$ cat src/rtl/uart_tx_frame_if.sv
// Request/line bundle between a byte producer and the UART transmitter.
interface uart_tx_frame_if #(
  parameter int DATA_WIDTH = 8
) ();
  logic [DATA_WIDTH-1:0] P_DATA;
  logic                  DATA_VALID;
  logic                  PAR_EN;
  logic                  PAR_TYP;
  logic                  TX_OUT;
  logic                  busy;

  // Producer side: issues requests, watches the line and busy flag.
  modport master (
    output P_DATA,
    output DATA_VALID,
    output PAR_EN,
    output PAR_TYP,
    input  TX_OUT,
    input  busy
  );

  // Transmitter side.
  modport slave (
    input  P_DATA,
    input  DATA_VALID,
    input  PAR_EN,
    input  PAR_TYP,
    output TX_OUT,
    output busy
  );
endinterface

$ cat src/rtl/uart_tx_frame.sv
// UART frame serializer: start bit, data LSB first, optional parity, one stop bit.
// One CLK period is one bit time; TX_OUT and busy come straight from flops.
module uart_tx_frame #(
  parameter int DATA_WIDTH = 8
) (
  input  logic             CLK,
  input  logic             RST,
  uart_tx_frame_if.slave   tx_if
);

  localparam int CNT_W = (DATA_WIDTH > 1) ? $clog2(DATA_WIDTH) : 1;
  localparam logic [CNT_W-1:0] CNT_LAST = CNT_W'(DATA_WIDTH - 1);

  typedef enum logic [2:0] {
    IDLE   = 3'd0,
    START  = 3'd1,
    DATA   = 3'd2,
    PARITY = 3'd3,
    STOP   = 3'd4
  } state_t;

  state_t                r_state;
  logic                  r_tx;
  logic                  r_busy;
  logic [CNT_W-1:0]      r_cnt;
  logic [DATA_WIDTH-1:0] r_shift;
  logic                  r_par_bit;
  logic                  r_par_en;

  state_t                w_state;
  logic                  w_tx;
  logic                  w_busy;
  logic [CNT_W-1:0]      w_cnt;
  logic [DATA_WIDTH-1:0] w_shift;
  logic                  w_par_bit;
  logic                  w_par_en;

  // Next state plus the line/busy values that become visible after the coming edge.
  always_comb begin
    w_state   = r_state;
    w_tx      = 1'b1;
    w_busy    = 1'b1;
    w_cnt     = r_cnt;
    w_shift   = r_shift;
    w_par_bit = r_par_bit;
    w_par_en  = r_par_en;
    case (r_state)
      IDLE: begin
        w_busy = 1'b0;
        if (tx_if.DATA_VALID) begin
          // Frame settings are captured here only; later input changes are ignored.
          w_state   = START;
          w_shift   = tx_if.P_DATA;
          w_par_en  = tx_if.PAR_EN;
          w_par_bit = (^tx_if.P_DATA) ^ tx_if.PAR_TYP;
          w_tx      = 1'b0;
          w_busy    = 1'b1;
        end
      end
      START: begin
        w_state = DATA;
        w_tx    = r_shift[0];
        w_shift = r_shift >> 1;
        w_cnt   = '0;
      end
      DATA: begin
        if (r_cnt == CNT_LAST) begin
          // Last data bit is on the line; counter returns to zero for the next frame.
          w_cnt = '0;
          if (r_par_en) begin
            w_state = PARITY;
            w_tx    = r_par_bit;
          end else begin
            w_state = STOP;
          end
        end else begin
          w_cnt   = r_cnt + CNT_W'(1);
          w_tx    = r_shift[0];
          w_shift = r_shift >> 1;
        end
      end
      PARITY: begin
        w_state = STOP;
      end
      STOP: begin
        // STOP always drains to IDLE, so a new request waits one idle-high bit.
        w_state = IDLE;
        w_busy  = 1'b0;
      end
      default: begin
        w_state = IDLE;
        w_busy  = 1'b0;
      end
    endcase
  end

  // State and output registers; reset abandons any frame in flight.
  always_ff @(posedge CLK or negedge RST) begin
    if (!RST) begin
      r_state   <= IDLE;
      r_tx      <= 1'b1;
      r_busy    <= 1'b0;
      r_cnt     <= '0;
      r_shift   <= '0;
      r_par_bit <= 1'b0;
      r_par_en  <= 1'b0;
    end else begin
      r_state   <= w_state;
      r_tx      <= w_tx;
      r_busy    <= w_busy;
      r_cnt     <= w_cnt;
      r_shift   <= w_shift;
      r_par_bit <= w_par_bit;
      r_par_en  <= w_par_en;
    end
  end

  assign tx_if.TX_OUT = r_tx;
  assign tx_if.busy   = r_busy;

endmodule
$ cat src/flat_wrapper.sv
// flat-port wrapper written by rule: the top's interface ports become plain ports
module uart_tx_frame_flat 
#(
  parameter int DATA_WIDTH = 8
)
  (CLK, RST, tx_if_P_DATA, tx_if_DATA_VALID, tx_if_PAR_EN, tx_if_PAR_TYP, tx_if_TX_OUT, tx_if_busy);
  uart_tx_frame_if #(.DATA_WIDTH(DATA_WIDTH)) tx_if_i ();
  input  logic CLK;
  input  logic RST;
  input wire logic [$bits(tx_if_i.P_DATA)-1:0] tx_if_P_DATA;
  input wire logic [$bits(tx_if_i.DATA_VALID)-1:0] tx_if_DATA_VALID;
  input wire logic [$bits(tx_if_i.PAR_EN)-1:0] tx_if_PAR_EN;
  input wire logic [$bits(tx_if_i.PAR_TYP)-1:0] tx_if_PAR_TYP;
  output wire logic [$bits(tx_if_i.TX_OUT)-1:0] tx_if_TX_OUT;
  output wire logic [$bits(tx_if_i.busy)-1:0] tx_if_busy;
  assign tx_if_i.P_DATA = tx_if_P_DATA;
  assign tx_if_i.DATA_VALID = tx_if_DATA_VALID;
  assign tx_if_i.PAR_EN = tx_if_PAR_EN;
  assign tx_if_i.PAR_TYP = tx_if_PAR_TYP;
  assign tx_if_TX_OUT = tx_if_i.TX_OUT;
  assign tx_if_busy = tx_if_i.busy;
  uart_tx_frame #(.DATA_WIDTH(DATA_WIDTH)) u_core (.CLK(CLK), .RST(RST), .tx_if(tx_if_i));
endmodule
$ cat config.mk
export PLATFORM = sky130hd
export DESIGN_NAME = uart_tx_frame_flat
export DESIGN_NICKNAME = d
export VERILOG_FILES = /design/src/rtl/uart_tx_frame_if.sv /design/src/rtl/uart_tx_frame.sv /design/src/flat_wrapper.sv
export SDC_FILE = /design/constraint.sdc
export NUM_CORES = 1
export LEC_CHECK = 0
export BUFFER_PORTS_ARGS = -buffer_cell sky130_fd_sc_hd__clkbuf_2
export CORE_UTILIZATION = 40
export DETAILED_ROUTE_END_ITERATION = 7
export PLACE_DENSITY = 0.58
export RECOVER_POWER = 25
export SYNTH_ARGS = -nofsm -noshare
export SYNTH_HDL_FRONTEND = slang
export SYNTH_SLANG_ARGS = --single-unit
$ cat constraint.sdc
create_clock -name CLK -period 1.7 [get_ports CLK]
set_input_delay 0.51 -clock CLK [delete_from_list [all_inputs] [get_ports CLK]]
set_output_delay 0.51 -clock CLK [all_outputs]
set_load 0.01 [all_outputs]
==> results of run 1 <==
## worst max-delay path, stage by stage, from the launching register on
cell and delay, ns:
dfrtp_1 0.40, ha_2 0.20, ha_4 0.15, or3b_4 0.41, a21oi_4 0.17, buf_12 0.15
nand3_1 0.07, o21ai_1 0.09
## per-layer routing
metal  share of wire [%]  vias up  GRT usage [%]
li1                    -      329              -
met1                  46      308          19.42
met2                  49       13          25.33
met3                 3.7        4          2.469
met4                 1.9        0          7.143
met5                   0        -              0
## through the flow
stage	TNS [ns]	total power [W]
after detailed placement	-0.07888	0.001782
final	-0.07737	0.002045
after floorplan	0	0.001535
after global routing	-0.7699	0.002238
after global placement	0	0.001760
after CTS	-0.1735	0.002051
## layout by cell type (no fill, tap or decap)
cell,netlist,layout
a21oi_4,1,1
nor2b_1,1,1
mux2_2,2,2
nor2_2,0,1
a21oi_2,1,1
buf_12,0,1
ha_2,0,1
nand3_1,1,1
or3b_4,1,1
clkbuf_8,0,1
nor2_1,10,9
o21ai_1,3,3
mux2i_1,7,7
nand3b_1,1,1
clkbuf_4,0,3
a22o_1,1,1
a21o_1,1,1
clkbuf_1,1,1
nor3b_1,1,1
ha_4,0,1
xnor3_1,1,1
dfstp_2,1,1
o21bai_1,1,1
a32o_1,1,1
xor2_1,1,1
xnor2_1,5,5
nor3_1,3,3
a31oi_1,1,1
dfrtp_1,17,17
and2_1,1,1
buf_4,1,4
clkbuf_2,0,13
nand2b_1,2,2
nand2_1,4,4
a21oi_1,8,8
inv_1,2,2
## cell type report
type	count	area [um^2]	share of cell area (%)
Inverter	2	7.507	0.6803
Multi-Input combinational cell	61	454.2	41.16
Sequential cell	18	451.7	40.93
Tap cell	28	35.03	3.175
Timing Repair Buffer	19	118.9	10.77
Clock buffer	4	36.28	3.288
## kinds of logic after synthesis
group,Yosys count,share of synthesized area [%]
flops,18,48.92
fa+ha+maj,2,2.710
buf+inv,6,3.794
xor+xnor,7,8.130
mux,9,10.03
compound gates,18,13.01
simple gates,25,13.41
## power breakdown
group | switching [W] | internal (W)
combinational | 0.000490 | 0.000515
clock | 0.000134 | 0.000130
sequential | 0.000131 | 0.000644
## final timing paths
check | startpoint | slack (ns) | cells after the start | to
max in group asynchronous | RST | 0.78 | 1 | u_core.r_cnt[2]
min reg2reg | u_core.r_par_bit | 0.52 | 1 | u_core.r_par_bit
min in group CLK | tx_if_P_DATA[7] | 0.46 | 3 | u_core.r_shift[7]
min | RST | 0.34 | 1 | u_core.r_state[2]
max | u_core.r_cnt[1] | -0.03 | 7 | u_core.r_shift[7]
max reg2reg | u_core.r_cnt[1] | -0.03 | 7 | u_core.r_shift[7]
## repair_timing
item                       4_1_cts  5_1_grt
setup endpoints to repair        8        9
gates resized for setup          0        1
setup buffers                    0        1
## state kept, by name, summed over array words and instances, names as in the netlist
register,cells
u_core.r_shift,8
u_core.r_par_bit,1
u_core.r_cnt,3
u_core.tx_if.TX_OUT,1
u_core.r_state,3
u_core.r_par_en,1
u_core.tx_if.busy,1
==> results_dict.tcl, run 1 <==
set metrics [dict create \
    ys_top_cells_by_count "dfrtp_1, nor2_1, a21oi_1" \
    relSlewSlack_pct 35.46 \
    core_mm2 0.002191 \
    maxCapViolCount 0 \
    critical_path_class "reg -> reg" \
    synth-edff-count 0 \
    cp.required_ns 1.93 \
    hold_ws_ns 0.3402 \
    hold_buffers 0 \
    period_share_pct 101.8 \
    yosysUniqueCellTypes 32 \
    place_ws_ns -0.04029 \
    gp_congestion 0.8517 \
    setup_slack_ns -0.02986 \
    violations "negative setup slack" \
    p_per_area_mw_per_mm2 1853 \
    syn-num-nets 100 \
    ant_nets 0 \
    async_flop_share_pct 100.0 \
    finalWirelength_um 1608 \
    drc 0 \
    startpoint_type "flop" \
    final_core_util_pct 50.37 \
    grt.overflow.total 0 \
    root_buffer "clkbuf_4" \
    layout-drive-gt1-share_pct 29.81 \
    start_util_pct 42.15 \
    drtPass1Iterations 4 \
    setup_viol 7 \
    yosys_warnings 0 \
    crit_fanout 17 \
    rows 17 \
    tightestPinTransition_ns 0.9682 \
    dieArea_mm2 0.002505 \
    clockBufferDepth 2 \
    fin_cells 132 \
    grt_pass1_wl_um 2870 \
    clk_pin_slew_ns 0.10 \
    crit_arrival_ns 1.96 \
    grt_pass1_vias 669 \
    vias 654 \
    cp-end-kind "flop" \
    clk_latency_ns 0.29 \
    rsz0062_at_grt "true" \
    grt_usage_pct 15.38 \
    die_h_um 50.05 \
    ioPinCount 15 \
    antenna_found_initial 0 \
    fin_nets 120 \
    cts_tree "built" \
    dp_hpwl_um 1210 \
    hold_path_class "in -> async" \
    wl_per_cell_um 12.18 \
    maxSlewViolCount 0 \
    synthesis.instances 85 \
    ys_seq_elements 18 \
    fin_area_mm2 0.001104 \
    yosysTopAreaCell "dfrtp_1" \
    synth.avg_cell_area_um2 10.86 \
    yosysSeqAreaShare_pct 48.92 \
    cts_sinks 18 \
    ys.flop_type "dfrtp_1" \
    synth_area_um2 923.4 \
    n_antenna_cell 0 \
    area_growth_pct 19.51 \
    grt_max_degree 19 \
    fin_skew_ns 0.001785 \
    drt_iter0_markers 12 \
    peakVddDrop_mv 0.7099 \
    routed_via_density 4.955 \
    synth.most_common_cell "dfrtp_1" \
    dieWidth_um 50.05 \
    fillerInstances 205 \
    synth_top_area_share_pct 46.07 \
    fmax_mhz 578.1 \
    p_leak_nw 0.5169 \
    status "complete, but fails checks" \
    hold_violations 0 \
    finalCriticalPeriod_ns 1.730 \
    cts_max_level 1 \
    synth_area_leaders "dfrtp_1, mux2i_1, xnor2_1" \
    portBuffers 14 \
    dp.cells 127 \
    placed_cell_area_mm2 0.001059 \
    cts_buffers 3 \
]
(Power assumes the default switching activity.)
==> run 2, diff against run 1 <==
BUFFER_PORTS_ARGS = -buffer_cell sky130_fd_sc_hd__buf_4   (was -buffer_cell sky130_fd_sc_hd__clkbuf_2)
==> run 2 against run 1 <==
- the flow still finishes with violations (negative setup slack)
- critical path depth unchanged
- combinational power about the same
- critical endpoint is now u_core.r_shift[5]
- die area unchanged
- clock power about the same
- flip-flop and latch count unchanged
- fmax is 0.89% higher
- setup slack better by 0.015 ns
- sequential share of layout area decreased by 1.3 points
- largest cell class is now flip-flops and latches
==> results_dict.tcl, run 2 (synthesis gave the netlist of run 1 again) <==
set metrics [dict create \
    status "complete, but fails checks" \
    violations "negative setup slack" \
    antenna_found_initial 0 \
    startpoint_type "flop" \
    grt_pass1_wl_um 2939 \
    gp_congestion 0.7727 \
    placed_cell_area_mm2 0.001101 \
    vias 661 \
    cts_tree "built" \
    start_util_pct 42.15 \
    drc 0 \
    hold_path_class "in -> async" \
    peakVddDrop_mv 1.047 \
    fin_nets 121 \
    grt_max_degree 19 \
    core_mm2 0.002191 \
    setup_viol 2 \
    cts_max_level 1 \
    crit_fanout 17 \
    fin_area_mm2 0.001141 \
    slowest_stage "or3b_4" \
    grt.overflow.total 0 \
    tightestPinTransition_ns 0.9624 \
    dieArea_mm2 0.002505 \
    maxSlewViolCount 0 \
    dp.cells 128 \
    final_common_cell "buf_4" \
    cp_top_family "simple AND/OR/NAND/NOR gates" \
    drt_iter0_markers 5 \
    drtPass1Iterations 4 \
    dp_hpwl_um 1212 \
    crit_arrival_ns 1.93 \
    routed_via_density 4.970 \
    path_buf_inv 1 \
    fillerInstances 210 \
    grt_pass1_vias 679 \
    root_buffer "clkbuf_4" \
    top_regs "u_core.r_shift (8), u_core.r_cnt (3), u_core.r_state (3)" \
    fin_skew_ns 0.01193 \
    critical_path_class "reg -> reg" \
    p_per_area_mw_per_mm2 1811 \
    ant_nets 0 \
    fin_cells 133 \
    largest_register_ffs 8 \
    dieWidth_um 50.05 \
    hold_ws_ns 0.3326 \
    rsz0062_at_grt "true" \
    crit_chain "ha_2, ha_4, or3b_4, a21oi_4, buf_12, nor2_1, a21oi_1" \
    ioPinCount 15 \
    final_cell_mix "buf_4, dfrtp_1, nor2_1" \
    setup_slack_ns -0.01456 \
    grt_usage_pct 16.25 \
    largest-register "u_core.r_shift" \
    max_stage_delay_ns 0.41 \
    p_leak_nw 0.5308 \
    n_antenna_cell 0 \
    hold_buffers 0 \
    finalWirelength_um 1618 \
    cts_buffers 3 \
    cp-end-kind "flop" \
    layout-drive-gt1-share_pct 29.52 \
    cp.required_ns 1.92 \
    ctsResizeCount 0 \
    area_growth_pct 23.58 \
    fmax_mhz 583.2 \
    relSlewSlack_pct 35.84 \
    rows 17 \
    maxCapViolCount 0 \
    die_h_um 50.05 \
    clockBufferDepth 2 \
    cts_sinks 18 \
    portBuffers 14 \
    clk_pin_slew_ns 0.11 \
    finalCriticalPeriod_ns 1.715 \
    wl_per_cell_um 12.17 \
    hold_violations 0 \
    clk_latency_ns 0.29 \
    period_share_pct 100.9 \
]
-- run 2: cell count changes in the layout (fill, tap and decap cells not counted), sizes merged --
cell / delta
clkbuf: -13
buf: +14
-- run 2: worst paths after layout --
check	start	to	slack, ns	cells after the start
worst min-delay path	RST	u_core.r_state[1]	0.33	1
min in group CLK	tx_if_PAR_EN	u_core.r_par_en	0.44	3
worst max-delay path	u_core.r_cnt[1]	u_core.r_shift[5]	-0.01	7
max in group asynchronous	RST	u_core.r_par_en	0.78	1
worst max register to register	u_core.r_cnt[1]	u_core.r_shift[5]	-0.01	7
worst min register to register	u_core.r_shift[0]	u_core.tx_if.TX_OUT	0.53	2
-- run 2: metal layers --
layer	track usage, %	part of all wire [%]	vias to the layer above
met3	3.704	2.8	2
met2	26.22	50	9
li1	-	-	331
met4	8.571	0.62	0
met5	0	0	-
met1	19.92	46	319
-- run 2: power breakdown --
part | switching, W | total, W | internal (W) | leakage, nW
sequential | 0.000130 | 0.000775 | 0.000644 | 0.213
clock | 0.000135 | 0.000266 | 0.000130 | 0.0210
combinational | 0.000489 | 0.00103 | 0.000537 | 0.297
total | 0.000755 | 0.00207 | 0.00131 | 0.531
-- run 2: what timing repair did --
action / in CTS / in global routing
pin swaps: 0 / 0
setup buffers: 0 / 1
endpoints found under the setup margin: 2 / 8
-- run 2: metrics by stage --
stage,setup WS [ns],utilization (%),TNS [ns],power (W)
finish,-0.01456,52.08,-0.02382,0.002066
global route,-0.1220,52.08,-0.6872,0.002237
CTS,-0.01731,51.91,-0.03254,0.002079
detailed placement,-0.01436,50.26,-0.02805,0.001812
global placement,-0.001458,50.26,-0.001458,0.001784
floorplan,0.001284,-,0,0.001535
-- run 2: final cells by class --
cell class                 count  area (um^2)  share of cell area [%]
inverter                       2        7.507                  0.6579
multi-input combinational     61        451.7                   39.58
clock buffer                   4        36.28                   3.180
timing repair buffer          20        158.9                   13.93
tap                           28        35.03                   3.070
sequential                    18        451.7                   39.58
